File: src/rtl/branch_hazard_forwarding_unit_if.sv
// Bundles the ID-stage instruction fields, the pipeline-register destination info
// and the hazard/forwarding controls of branch_hazard_forwarding_unit.
interface branch_hazard_forwarding_unit_if #(
  parameter int ADDR_W  = 5,
  parameter int NUM_SRC = 2,
  parameter int OP_W    = 6,
  parameter int CNT_W   = 16
);
  logic                      idValid;
  logic [OP_W-1:0]           idOp;
  logic [NUM_SRC*ADDR_W-1:0] idSrcRegs;
  logic                      idexRegWrite;
  logic                      idexMemRead;
  logic [ADDR_W-1:0]         idexWriteReg;
  logic                      exmeRegWrite;
  logic                      exmeMemRead;
  logic [ADDR_W-1:0]         exmeWriteReg;
  logic                      mewbRegWrite;
  logic [ADDR_W-1:0]         mewbWriteReg;
  logic [2*NUM_SRC-1:0]      fwdSel;
  logic                      stall;
  logic                      pcWrite;
  logic                      ifidWrite;
  logic                      idexFlush;
  logic [CNT_W-1:0]          stallCycles;

  modport master (
    output idValid, idOp, idSrcRegs,
    output idexRegWrite, idexMemRead, idexWriteReg,
    output exmeRegWrite, exmeMemRead, exmeWriteReg,
    output mewbRegWrite, mewbWriteReg,
    input  fwdSel, stall, pcWrite, ifidWrite, idexFlush, stallCycles
  );

  modport slave (
    input  idValid, idOp, idSrcRegs,
    input  idexRegWrite, idexMemRead, idexWriteReg,
    input  exmeRegWrite, exmeMemRead, exmeWriteReg,
    input  mewbRegWrite, mewbWriteReg,
    output fwdSel, stall, pcWrite, ifidWrite, idexFlush, stallCycles
  );
endinterface

File: src/rtl/branch_hazard_forwarding_unit.sv
// ID-stage hazard detection and comparator-input forwarding for early-resolved
// beq/bne branches, with a load-use stall FSM and a saturating stall counter.
module branch_hazard_forwarding_unit #(
  parameter int              ADDR_W  = 5,
  parameter int              NUM_SRC = 2,
  parameter int              OP_W    = 6,
  parameter logic [OP_W-1:0] BEQ_OP  = 6'b000100,
  parameter logic [OP_W-1:0] BNE_OP  = 6'b000101,
  parameter int              CNT_W   = 16
) (
  input logic                         clk,
  input logic                         reset,
  branch_hazard_forwarding_unit_if.slave bus
);

  typedef enum logic {IDLE, STALL} stateT;

  localparam logic [CNT_W-1:0] CNT_ONE = {{(CNT_W-1){1'b0}}, 1'b1};

  stateT                state, stateNext;
  logic [1:0]           remaining, remainingNext;
  logic                 isBr;
  logic [NUM_SRC-1:0]   h2Port, h1Port, memFwdPort, wbFwdPort;
  logic                 hz1, hz2, stallInt;
  logic [2*NUM_SRC-1:0] fwdSelInt;
  logic [CNT_W-1:0]     stallCount;

  assign isBr = bus.idValid & ((bus.idOp == BEQ_OP) | (bus.idOp == BNE_OP));

  // Register 0 is hard-wired, so a zero source never matches a producer.
  always_comb begin
    logic [ADDR_W-1:0] src;
    logic exMatch, memMatch, wbMatch;
    src        = '0;
    exMatch    = 1'b0;
    memMatch   = 1'b0;
    wbMatch    = 1'b0;
    h2Port     = '0;
    h1Port     = '0;
    memFwdPort = '0;
    wbFwdPort  = '0;
    for (int i = 0; i < NUM_SRC; i++) begin
      src      = bus.idSrcRegs[i*ADDR_W +: ADDR_W];
      exMatch  = (src != '0) && bus.idexRegWrite && (src == bus.idexWriteReg);
      memMatch = (src != '0) && bus.exmeRegWrite && (src == bus.exmeWriteReg);
      wbMatch  = (src != '0) && bus.mewbRegWrite && (src == bus.mewbWriteReg);
      h2Port[i]     = exMatch && bus.idexMemRead;
      h1Port[i]     = (exMatch && !bus.idexMemRead) || (memMatch && bus.exmeMemRead);
      memFwdPort[i] = memMatch && !bus.exmeMemRead;
      wbFwdPort[i]  = wbMatch;
    end
  end

  assign hz2 = isBr & (|h2Port);
  assign hz1 = isBr & (|h1Port) & ~hz2;

  always_ff @(posedge clk or posedge reset) begin
    if (reset) begin
      state     <= IDLE;
      remaining <= 2'd0;
    end else begin
      state     <= stateNext;
      remaining <= remainingNext;
    end
  end

  // A load in EX needs the IDLE hazard cycle plus one held STALL cycle.
  always_comb begin
    stateNext     = state;
    remainingNext = remaining;
    stallInt      = 1'b0;
    case (state)
      IDLE: begin
        stallInt = hz1 | hz2;
        if (hz2) begin
          stateNext     = STALL;
          remainingNext = 2'd1;
        end
      end
      STALL: begin
        stallInt      = 1'b1;
        remainingNext = remaining - 2'd1;
        if (remaining <= 2'd1) stateNext = IDLE;
      end
    endcase
  end

  // The newest producer (EX/MEM) wins over MEM/WB.
  always_comb begin
    fwdSelInt = '0;
    if (!stallInt && isBr) begin
      for (int i = 0; i < NUM_SRC; i++) begin
        if (memFwdPort[i])     fwdSelInt[2*i +: 2] = 2'b01;
        else if (wbFwdPort[i]) fwdSelInt[2*i +: 2] = 2'b10;
      end
    end
  end

  always_ff @(posedge clk or posedge reset) begin
    if (reset) stallCount <= '0;
    else if (stallInt && (stallCount != {CNT_W{1'b1}})) stallCount <= stallCount + CNT_ONE;
  end

  // Controls are forced to their run values while reset is asserted.
  assign bus.stall       = stallInt & ~reset;
  assign bus.idexFlush   = stallInt & ~reset;
  assign bus.pcWrite     = ~(stallInt & ~reset);
  assign bus.ifidWrite   = ~(stallInt & ~reset);
  assign bus.fwdSel      = reset ? '0 : fwdSelInt;
  assign bus.stallCycles = stallCount;

endmodule
File: src/flat_wrapper.sv
// flat-port wrapper written by rule: the top's interface ports become plain ports
module branch_hazard_forwarding_unit_flat 
#(
  parameter int              ADDR_W  = 5,
  parameter int              NUM_SRC = 2,
  parameter int              OP_W    = 6,
  parameter logic [OP_W-1:0] BEQ_OP  = 6'b000100,
  parameter logic [OP_W-1:0] BNE_OP  = 6'b000101,
  parameter int              CNT_W   = 16
)
  (clk, reset, bus_idValid, bus_idOp, bus_idSrcRegs, bus_idexRegWrite, bus_idexMemRead, bus_idexWriteReg, bus_exmeRegWrite, bus_exmeMemRead, bus_exmeWriteReg, bus_mewbRegWrite, bus_mewbWriteReg, bus_fwdSel, bus_stall, bus_pcWrite, bus_ifidWrite, bus_idexFlush, bus_stallCycles);
  branch_hazard_forwarding_unit_if #(.ADDR_W(ADDR_W), .NUM_SRC(NUM_SRC), .OP_W(OP_W), .CNT_W(CNT_W)) bus_i ();
  input logic clk;
  input logic reset;
  input wire logic [$bits(bus_i.idValid)-1:0] bus_idValid;
  input wire logic [$bits(bus_i.idOp)-1:0] bus_idOp;
  input wire logic [$bits(bus_i.idSrcRegs)-1:0] bus_idSrcRegs;
  input wire logic [$bits(bus_i.idexRegWrite)-1:0] bus_idexRegWrite;
  input wire logic [$bits(bus_i.idexMemRead)-1:0] bus_idexMemRead;
  input wire logic [$bits(bus_i.idexWriteReg)-1:0] bus_idexWriteReg;
  input wire logic [$bits(bus_i.exmeRegWrite)-1:0] bus_exmeRegWrite;
  input wire logic [$bits(bus_i.exmeMemRead)-1:0] bus_exmeMemRead;
  input wire logic [$bits(bus_i.exmeWriteReg)-1:0] bus_exmeWriteReg;
  input wire logic [$bits(bus_i.mewbRegWrite)-1:0] bus_mewbRegWrite;
  input wire logic [$bits(bus_i.mewbWriteReg)-1:0] bus_mewbWriteReg;
  output wire logic [$bits(bus_i.fwdSel)-1:0] bus_fwdSel;
  output wire logic [$bits(bus_i.stall)-1:0] bus_stall;
  output wire logic [$bits(bus_i.pcWrite)-1:0] bus_pcWrite;
  output wire logic [$bits(bus_i.ifidWrite)-1:0] bus_ifidWrite;
  output wire logic [$bits(bus_i.idexFlush)-1:0] bus_idexFlush;
  output wire logic [$bits(bus_i.stallCycles)-1:0] bus_stallCycles;
  assign bus_i.idValid = bus_idValid;
  assign bus_i.idOp = bus_idOp;
  assign bus_i.idSrcRegs = bus_idSrcRegs;
  assign bus_i.idexRegWrite = bus_idexRegWrite;
  assign bus_i.idexMemRead = bus_idexMemRead;
  assign bus_i.idexWriteReg = bus_idexWriteReg;
  assign bus_i.exmeRegWrite = bus_exmeRegWrite;
  assign bus_i.exmeMemRead = bus_exmeMemRead;
  assign bus_i.exmeWriteReg = bus_exmeWriteReg;
  assign bus_i.mewbRegWrite = bus_mewbRegWrite;
  assign bus_i.mewbWriteReg = bus_mewbWriteReg;
  assign bus_fwdSel = bus_i.fwdSel;
  assign bus_stall = bus_i.stall;
  assign bus_pcWrite = bus_i.pcWrite;
  assign bus_ifidWrite = bus_i.ifidWrite;
  assign bus_idexFlush = bus_i.idexFlush;
  assign bus_stallCycles = bus_i.stallCycles;
  branch_hazard_forwarding_unit #(.ADDR_W(ADDR_W), .NUM_SRC(NUM_SRC), .OP_W(OP_W), .BEQ_OP(BEQ_OP), .BNE_OP(BNE_OP), .CNT_W(CNT_W)) u_core (.clk(clk), .reset(reset), .bus(bus_i));
endmodule
File: config.mk
export PLATFORM = sky130hd
export DESIGN_NAME = branch_hazard_forwarding_unit_flat
export DESIGN_NICKNAME = d
export VERILOG_FILES = /design/src/rtl/branch_hazard_forwarding_unit_if.sv /design/src/rtl/branch_hazard_forwarding_unit.sv /design/src/flat_wrapper.sv
export SDC_FILE = /design/constraint.sdc
export NUM_CORES = 1
export LEC_CHECK = 0
export CORE_ASPECT_RATIO = 1.4
export CORE_MARGIN = 2
export CORE_UTILIZATION = 30
export CTS_CLUSTER_DIAMETER = 60
export CTS_CLUSTER_SIZE = 28
export DETAILED_ROUTE_END_ITERATION = 8
export GPL_ROUTABILITY_DRIVEN = 0
export SLEW_MARGIN = 15
export SYNTH_ARGS = -nofsm -noshare
export SYNTH_HDL_FRONTEND = slang
export SYNTH_SLANG_ARGS = --single-unit
File: constraint.sdc
create_clock -name clk -period 2.75 [get_ports clk]
set_input_delay 0.275 -clock clk [delete_from_list [all_inputs] [get_ports clk]]
set_output_delay 0.275 -clock clk [all_outputs]
set_load 0.1 [all_outputs]
---- After elaboration in Yosys (flattened, before gate mapping) ----
Cells that the tools add are included.
storage, ports and cells
  output and inout port bits .............. 24
  memories ................................ 0
  input bits .............................. 39
  latch bits .............................. 0
  word-level logic and storage cells ...... 70
  bits in read-only memories .............. 0
  RAM bits ................................ 0
  register bits ........................... 19
operators by class
  divide/modulo/power cells ............... 0
  add/sub/neg operators ................... 2
  $lt $le $gt $ge ......................... 1
  multiplexer cells ....................... 12
  reduce and logical (&&, ||, !) cells .... 31
  eq/ne operators ......................... 10
  $mul .................................... 0
  bitwise gates (word level) .............. 11
  shift operators ......................... 0
operators with widths
  cell                                                                     count
  5-bit equality test                                                      6
  1-bit logical AND                                                        22
  16-bit by 1-bit adder with 16-bit output, second input constant          1
  16-bit inequality test, second input constant                            1
  6-bit by 3-bit equality test with 1-bit output, second input constant    2
  2-bit 2-to-1 mux                                                         5
  5-bit nonzero test                                                       2
  4-bit 2-to-1 mux                                                         2
  1-bit AND                                                                5
  1-bit NOT                                                                4
  1-bit case mux with 2 select lines                                       2
  2-bit case mux with 2 select lines                                       1
  2-bit OR reduction                                                       2
  1-bit zero test                                                          3
  2-bit by 1-bit <= comparator with 1-bit output, second input constant    1
  1-bit logical OR                                                         2
  1-bit 2-to-1 mux                                                         2
  2-bit by 1-bit inequality test with 1-bit output, second input constant  1
  1-bit OR                                                                 2
  2-bit by 1-bit subtractor with 2-bit output, second input constant       1

---- Longest topological paths before layout ----
Gate-level depths: netlist (run 1).
  word-level depth ........................ 14
  mapped depth ............................ 9
  depth with buffers taken out ............ 7

---- Worst setup path after synthesis (run 1) ----
No wires, ideal clock.
  kind .................................... in2out
  start point ............................. input bus_idOp[5]
  end point ............................... output bus_fwdSel[1]
  required time ........................... 2.475 ns
  slack ................................... -3.601 ns
  arrival time ............................ 6.076 ns
  buffers on the path ..................... 0
  stages on the path ...................... 6
  cells stage by stage .................... or4bb_2 -> nor3_1 -> nand2_1 -> nor2_1 -> nand2_1 -> a2111oi_0
between the ends
  cells in the longest elaborated chain, start to end .. 12
  elaborated cells between the ends (all ways) .. 14
  those cells by class .................... eq/ne: 2; mux: 3; bitwise: 7; reduce/logical: 2
ends and longest elaborated chain
  what                                            RTL line                              RTL
  from (decl)                                     flat_wrapper.sv:16                    input wire logic [$bits(bus_i.idOp)-1:0] bus_idOp;
  6-bit by 3-bit equality test with 1-bit output  branch_hazard_forwarding_unit.sv:28   assign isBr = bus.idValid & ((bus.idOp == BEQ_OP) | (bus.idOp == BNE_OP));
  1-bit OR (*)                                    branch_hazard_forwarding_unit.sv:28
  1-bit AND (*)                                   branch_hazard_forwarding_unit.sv:28
  1-bit AND                                       branch_hazard_forwarding_unit.sv:54   assign hz2 = isBr & (|h2Port);
  1-bit NOT                                       branch_hazard_forwarding_unit.sv:55   assign hz1 = isBr & (|h1Port) & ~hz2;
  1-bit AND                                       branch_hazard_forwarding_unit.sv:55
  1-bit OR                                        branch_hazard_forwarding_unit.sv:74   stallInt = hz1 | hz2;
  1-bit case mux with 2 select lines              branch_hazard_forwarding_unit.sv:72   case (state)
  1-bit zero test                                 branch_hazard_forwarding_unit.sv:91   if (!stallInt && isBr) begin
  1-bit logical AND (*)                           branch_hazard_forwarding_unit.sv:91
  4-bit 2-to-1 mux (*)                            branch_hazard_forwarding_unit.sv:91
  4-bit 2-to-1 mux (*)                            branch_hazard_forwarding_unit.sv:109  assign bus.fwdSel = reset ? '0 : fwdSelInt;
  to (decl)                                       flat_wrapper.sv:26                    output wire logic [$bits(bus_i.fwdSel)-1:0] bus_fwdSel;
Every way passes the cells marked *; elsewhere a longest branch is shown, timed or not.

---- Final worst setup path (run 1) ----
  start point ............................. input bus_idValid
  end point ............................... output bus_fwdSel[3]
between the ends
  cells in the longest elaborated chain, start to end .. 10
  elaborated cells between the ends (all ways) .. 11
  those cells by class .................... mux: 3; bitwise: 6; reduce/logical: 2
ends and longest elaborated chain
  what                                RTL line                              RTL
  from (decl)                         flat_wrapper.sv:15                    input wire logic [$bits(bus_i.idValid)-1:0] bus_idValid;
  1-bit AND (*)                       branch_hazard_forwarding_unit.sv:28
  1-bit AND                           branch_hazard_forwarding_unit.sv:54
  1-bit NOT                           branch_hazard_forwarding_unit.sv:55
  1-bit AND                           branch_hazard_forwarding_unit.sv:55
  1-bit OR                            branch_hazard_forwarding_unit.sv:74
  1-bit case mux with 2 select lines  branch_hazard_forwarding_unit.sv:72
  1-bit zero test                     branch_hazard_forwarding_unit.sv:91
  1-bit logical AND (*)               branch_hazard_forwarding_unit.sv:91
  4-bit 2-to-1 mux (*)                branch_hazard_forwarding_unit.sv:91
  4-bit 2-to-1 mux (*)                branch_hazard_forwarding_unit.sv:109
Marks and branches as above.

==> impl_metrics.toml, run 1 <==
[layout]
fin_nets = 272
nFillCells = 443
final_cells = 292
final_core_util_pct = 53.2
antennaDiodeCount = 0
area_growth_syn_to_layout_pct = 72.0
drive_gt1_share_pct = 31.7

[cts]
ctsHtreeMaxLevel = 1
cts_tree = "done"
cts_buffer_depth = 2
cts_hold_buf = 0
cts_num_sinks = 19
worstSkewPairLatency_ns = 0.25
cts_root_buf = "clkbuf_8"
numCtsBuffers = 3
path_clk_slew_ns = 0.07

[floorplan]
rows = 29
ios = 63
die_h_um = 84.9
start_util_pct = 31.0
coreArea_sq_mm = 0.00454
die_w_um = 61.8
die-area_sq_mm = 0.00525

[run_status]
status = "completed"

[timing]
skew_ns = 0.00242
period_share_pct = 97.7
fmax_ghz = 0.372
setup_violations = 0
relSlewSlack_pct = 70.9
period_minus_slack_ns = 2.69
maxSlewViolCount = 0
hold_viol = 0
finalWorstSetupSlack_ns = 0.0645
rsz0062_at_grt = "yes"
worst_slew_pin_slew_ns = 0.433

[detailed_routing]
drcViolationCount = 0
drtIter0Drc = 43
dr_total_vias = 1418
drt-total-wl_um = 4060
avgRoutedWirePerCell_um = 13.9
antenna_left = 0
via_per_inst = 4.86
drtPass1Iterations = 4

[logic_synthesis]
synth_ff_type = "dfrtp_1"
netlist.area_leader.share_pct = 33.9
synth.distinct_cells = 37
synth_edf_count = 0
synth_area_per_cell_sq_um = 9.68
yosys.area.top_type = "dfrtp_1"
yosysWarnings = 0
syn_area_sq_mm = 0.00140
syn_nets = 186
synthArstFlopShare_pct = 100
synthTopCellsByArea = "dfrtp_1 (34%), xnor2_1 (19%), xor2_1 (7.5%), nand4_1 (3.6%), nand3_1 (3.2%)"
post_synth_inst_count = 145
yosysSeqAreaShare_pct = 33.9
ys_seq_elements = 19

[power]
p_leak_uw = 0.00103
p_per_area_mw_per_mm2 = 267
peakVddDrop_uv = 137

[worst_setup_path]
cp_data_arrival_time_ns = 2.41
reg2reg_depth = 8
cp-end-kind = "output port"
start_kind = "primary input"
path_max_fanout = 2
critPathKind = "in -> out"
worstReg2RegEnd = "u_core.bus.stallCycles[10]$_DFFE_PP0P_"
endpoint = "bus_fwdSel[3]"
setup.worst_path.start = "bus_idValid"
cp.required_ns = 2.48
r2r_slack_ns = 0.77
r2r_start = "u_core.bus.stallCycles[6]$_DFFE_PP0P_"

[grt]
antenna_found_initial = 0
grt_pass1_wl_um = 6640
grt-ovfl-total = 0
grt_pass1_vias = 1440
grt_max_degree = 20
grtUsageTotal_pct = 16.7

[place]
place_hpwl_um = 3470
io_buffer_count = 61
placed_cells = 284
post-place-ws_ns = -0.164

[min_path]
hp-class = "reg -> reg"

[job]
drv_cap = 0
==> sequential cells by signal (all words and copies together), names as in the netlist <==
name	flops
u_core.state	1
u_core.remaining	2
u_core.bus.stallCycles	16
==> metrics by stage <==
stage / total power (uW) / hold WS, ns / area (sq um) / TNS (ns)
after floorplan: 360 / 0.287 / 1490 / -0.319
after global placement: 451 / 0.465 / 2330 / -0.457
after detailed placement: 455 / 0.487 / 2330 / -0.951
after CTS: 644 / 0.500 / 2380 / 0
after global routing: 675 / 0.515 / 2410 / -0.0476
final: 645 / 0.494 / 2410 / 0
==> routing by layer <==
metal,track usage [%],share of wire (%),vias up
met4,5.61,1.9,0
met3,2.59,5.9,7
met1,16.6,34,675
li1,-,-,680
met2,32.7,58,56
met5,0,0,-
==> worst min path at each step <==
| stage | depth (start not counted) | slack, ns | endpoint | startpoint |
|---|---|---|---|---|
| 5_1_grt | 1 | 0.52 | u_core.bus.stallCycles[4]$_DFFE_PP0P_ | u_core.bus.stallCycles[4]$_DFFE_PP0P_ |
| 6_report | 1 | 0.49 | u_core.bus.stallCycles[4]$_DFFE_PP0P_ | u_core.bus.stallCycles[4]$_DFFE_PP0P_ |
| 3_3_place_gp | 1 | 0.46 | u_core.remaining[0]$_DFFE_PP0P_ | u_core.remaining[0]$_DFFE_PP0P_ |
| 4_1_cts | 1 | 0.50 | u_core.remaining[0]$_DFFE_PP0P_ | u_core.remaining[0]$_DFFE_PP0P_ |
| 3_5_place_dp | 1 | 0.49 | u_core.bus.stallCycles[4]$_DFFE_PP0P_ | u_core.bus.stallCycles[4]$_DFFE_PP0P_ |
| 2_1_floorplan | 1 | 0.29 | u_core.bus.stallCycles[0]$_DFFE_PP0P_ | reset |
==> cell usage after synthesis, types with 2 or more instances <==
cell type and number:
a2111oi_0 2, xor2_1 12, and3_1 3, clkbuf_1 2, nor2_1 6, or4_1 2, nor3_1 2, and2_1 3
nand2_1 11, o211ai_1 2, nand3_1 9, ha_1 2, buf_4 3, mux2_1 2, inv_1 4, xnor2_1 31
dfrtp_1 19, nand4_1 8, nor4_1 2, o22ai_1 2, nor4_2 2
==> power by group <==
group | total, uW | internal [uW] | switching [uW]
combinational | 164 | 89.7 | 74.4
sequential | 284 | 281 | 2.73
clock | 197 | 103 | 93.8
==> cells in the final DEF, fill, tap and decap left out, drive strengths merged, types with 3 or more instances in the layout <==
cell type	count
nand3	10
nor2	6
dfrtp	19
nand2	11
nor4	4
and3	3
dlygate4sd2	7
mux2	3
nand4	9
and2	4
clkbuf	4
buf	50
clkdlybuf4s50	29
xnor2	31
inv	3
xor2	12
==> worst max-delay path: stages <==
cell and delay [ns]:
clkdlybuf4s50_1 0.44, or4bb_4 0.53, nor3_4 0.14, nand2_1 0.09, nor2_1 0.10, nand2_1 0.08
buf_4 0.14, a2111oi_4 0.38, buf_12 0.22
==> final cells by class <==
| cell class | count | area [sq um] | share of cell area (%) |
|---|---|---|---|
| multi-input cells | 116 | 958 | 39.7 |
| repair buffers | 87 | 840 | 34.8 |
| flip-flops and latches | 19 | 475 | 19.7 |
| well taps | 62 | 77.6 | 3.21 |
| clock buffers | 4 | 45.0 | 1.87 |
| inverters | 4 | 18.8 | 0.777 |
==> timing repair <==
| item | 4_1_cts | 5_1_grt |
|---|---|---|
| pin swaps | 8 | 7 |
| setup endpoints to repair | 6 | 5 |
| cloned | 0 | 0 |
| setup buffers | 1 | 3 |
| endpoints found under the hold margin | 0 | 0 |
| gates resized for setup | 8 | 3 |
==> kinds of logic (layout without fill, tap and decap cells) <==
group           count (synthesis)  in the layout  share of synthesized area (%)
simple gates                   57             57                           24.7
xor+xnor                       43             43                           26.8
flops                          19             19                           33.9
compound gates                 11             11                           6.42
buf+inv                        10             95                           4.01
mux                             3              3                           2.41
fa+ha+maj                       2              2                           1.78
Power figures use the tool's default switching activity.
==> inputs of run 2 (changes only) <==
--- a/config.mk
+++ b/config.mk
@@ -12,6 +12,7 @@
 export CTS_CLUSTER_SIZE = 28
 export DETAILED_ROUTE_END_ITERATION = 8
 export GPL_ROUTABILITY_DRIVEN = 0
+export MAX_ROUTING_LAYER = met4
 export SLEW_MARGIN = 15
 export SYNTH_ARGS = -nofsm -noshare
 export SYNTH_HDL_FRONTEND = slang
==> impl_metrics.toml, run 2 (synthesis results as in run 1) <==
[timing]
maxSlewViolCount = 0
fin_setup_tns_ns = 0
period_minus_slack_ns = 2.69
finalWorstSetupSlack_ns = 0.0636
fin_hold_ws_ns = 0.494
period_share_pct = 97.7
hold_viol = 0
fmax_ghz = 0.372
setup_violations = 0
skew_ns = 0.00227
rsz0062_at_grt = "yes"
worst_slew_pin_slew_ns = 0.443
relSlewSlack_pct = 70.4

[min_path]
hp-class = "reg -> reg"
hold_start = "u_core.bus.stallCycles[4]$_DFFE_PP0P_"

[worst_setup_path]
cp_data_arrival_time_ns = 2.41
cp.required_ns = 2.48
slowest_delay_ns = 0.53
setup.worst_path.start = "bus_idValid"
critPathBufInv = 3
r2r_start = "u_core.bus.stallCycles[6]$_DFFE_PP0P_"
cp_top_family = "simple AND/OR/NAND/NOR gates"
cp-end-kind = "output port"
crit_chain = "clkdlybuf4s50_1 > or4bb_4 > nor3_4 > nand2_1 > nor2_1 > nand2_1 > buf_4 > a2111oi_4 > buf_12"
critPathKind = "in -> out"
slowest_stage = "or4bb_4"
start_kind = "primary input"
path_max_fanout = 2
path_common_cell = "nand2_1"

[floorplan]
die_h_um = 84.9
die-area_sq_mm = 0.00525
rows = 29
ios = 63
start_util_pct = 31.0
coreArea_sq_mm = 0.00454
die_w_um = 61.8

[detailed_routing]
drtIter0Drc = 55
via_per_inst = 4.82
drcViolationCount = 0
dr_total_vias = 1408
antenna_left = 0
drt-total-wl_um = 4040
avgRoutedWirePerCell_um = 13.8
drtPass1Iterations = 4

[cts]
path_clk_slew_ns = 0.07
ctsHtreeMaxLevel = 1
cts_buffer_depth = 2
cts_tree = "done"
cts_num_sinks = 19
numCtsBuffers = 3
worstSkewPairLatency_ns = 0.25
cts_root_buf = "clkbuf_8"

[layout]
final_core_util_pct = 53.2
drive_gt1_share_pct = 31.7
largest_reg_flops = 16
design_area_sq_mm = 0.00241
final_common_cell = "buf_4"
area_growth_syn_to_layout_pct = 72.0
antennaDiodeCount = 0
layout_common_cells = "buf_4 (42), xnor2_1 (31), clkdlybuf4s50_1 (29)"
fin_nets = 272

[place]
io_buffer_count = 61
post-place-ws_ns = -0.164
placedInstanceArea_sq_mm = 0.00233
place_hpwl_um = 3470

[power]
p_leak_uw = 0.00103
p_per_area_mw_per_mm2 = 266
peakVddDrop_uv = 132

[grt]
grt_pass1_vias = 1443
grt_max_degree = 20
grt_pass1_wl_um = 6630
grtUsageTotal_pct = 17.2
antenna_found_initial = 0
grt-ovfl-total = 0

[job]
drv_cap = 0

[run_status]
status = "completed"
[run 2: cell counts in the layout (fill, tap and decap cells not counted)]
Identical to the previous run, type by type.
[run 2: power by group]
part | internal (uW) | leakage [uW] | switching (uW)
Sequential | 281 | 0.000260 | 2.73
Combinational | 89.7 | 0.000747 | 74.3
Clock | 103 | 0.0000228 | 90.8
[run 2: layout make-up]
type | count | area, sq um
clock buffer | 4 | 45.0
fill | 443 | 2120
inverter | 4 | 18.8
multi-input combinational | 116 | 958
sequential | 19 | 475
tap | 62 | 77.6
timing repair buffer | 87 | 840
[run 2: per-stage QoR]
step,instances,power (uW)
2_1_floorplan,145,360
3_3_place_gp,284,451
3_5_place_dp,284,455
4_1_cts,289,644
5_1_grt,292,673
6_report,292,642
[run 2: metal layers]
metal / GRT usage (%) / part of all wire [%] / vias to the layer above / wire (um)
met2: 32.8 / 59 / 56 / 2370
met1: 16.7 / 34 / 665 / 1360
li1: - / - / 680 / -
met4: 5.61 / 2.0 / 0 / 80
met5: - / 0 / - / 0
met3: 2.13 / 5.6 / 7 / 226
[run 2: path summary, 6_finish.rpt]
path	to	slack, ns	cells after the start
max	bus_fwdSel[3]	0.06	9
min	u_core.bus.stallCycles[4]$_DFFE_PP0P_	0.49	1
max reg2reg	u_core.bus.stallCycles[10]$_DFFE_PP0P_	0.78	8
min reg2reg	u_core.bus.stallCycles[4]$_DFFE_PP0P_	0.49	1
max in group asynchronous	u_core.bus.stallCycles[11]$_DFFE_PP0P_	2.00	3
min in group asynchronous	u_core.bus.stallCycles[13]$_DFFE_PP0P_	0.55	3
[run 2: what timing repair did]
action	4_1_cts	5_1_grt
hold buffers	0	0
pin swaps	8	7
setup endpoints to repair	6	5
buffers inserted	1	3
resized for setup	8	3
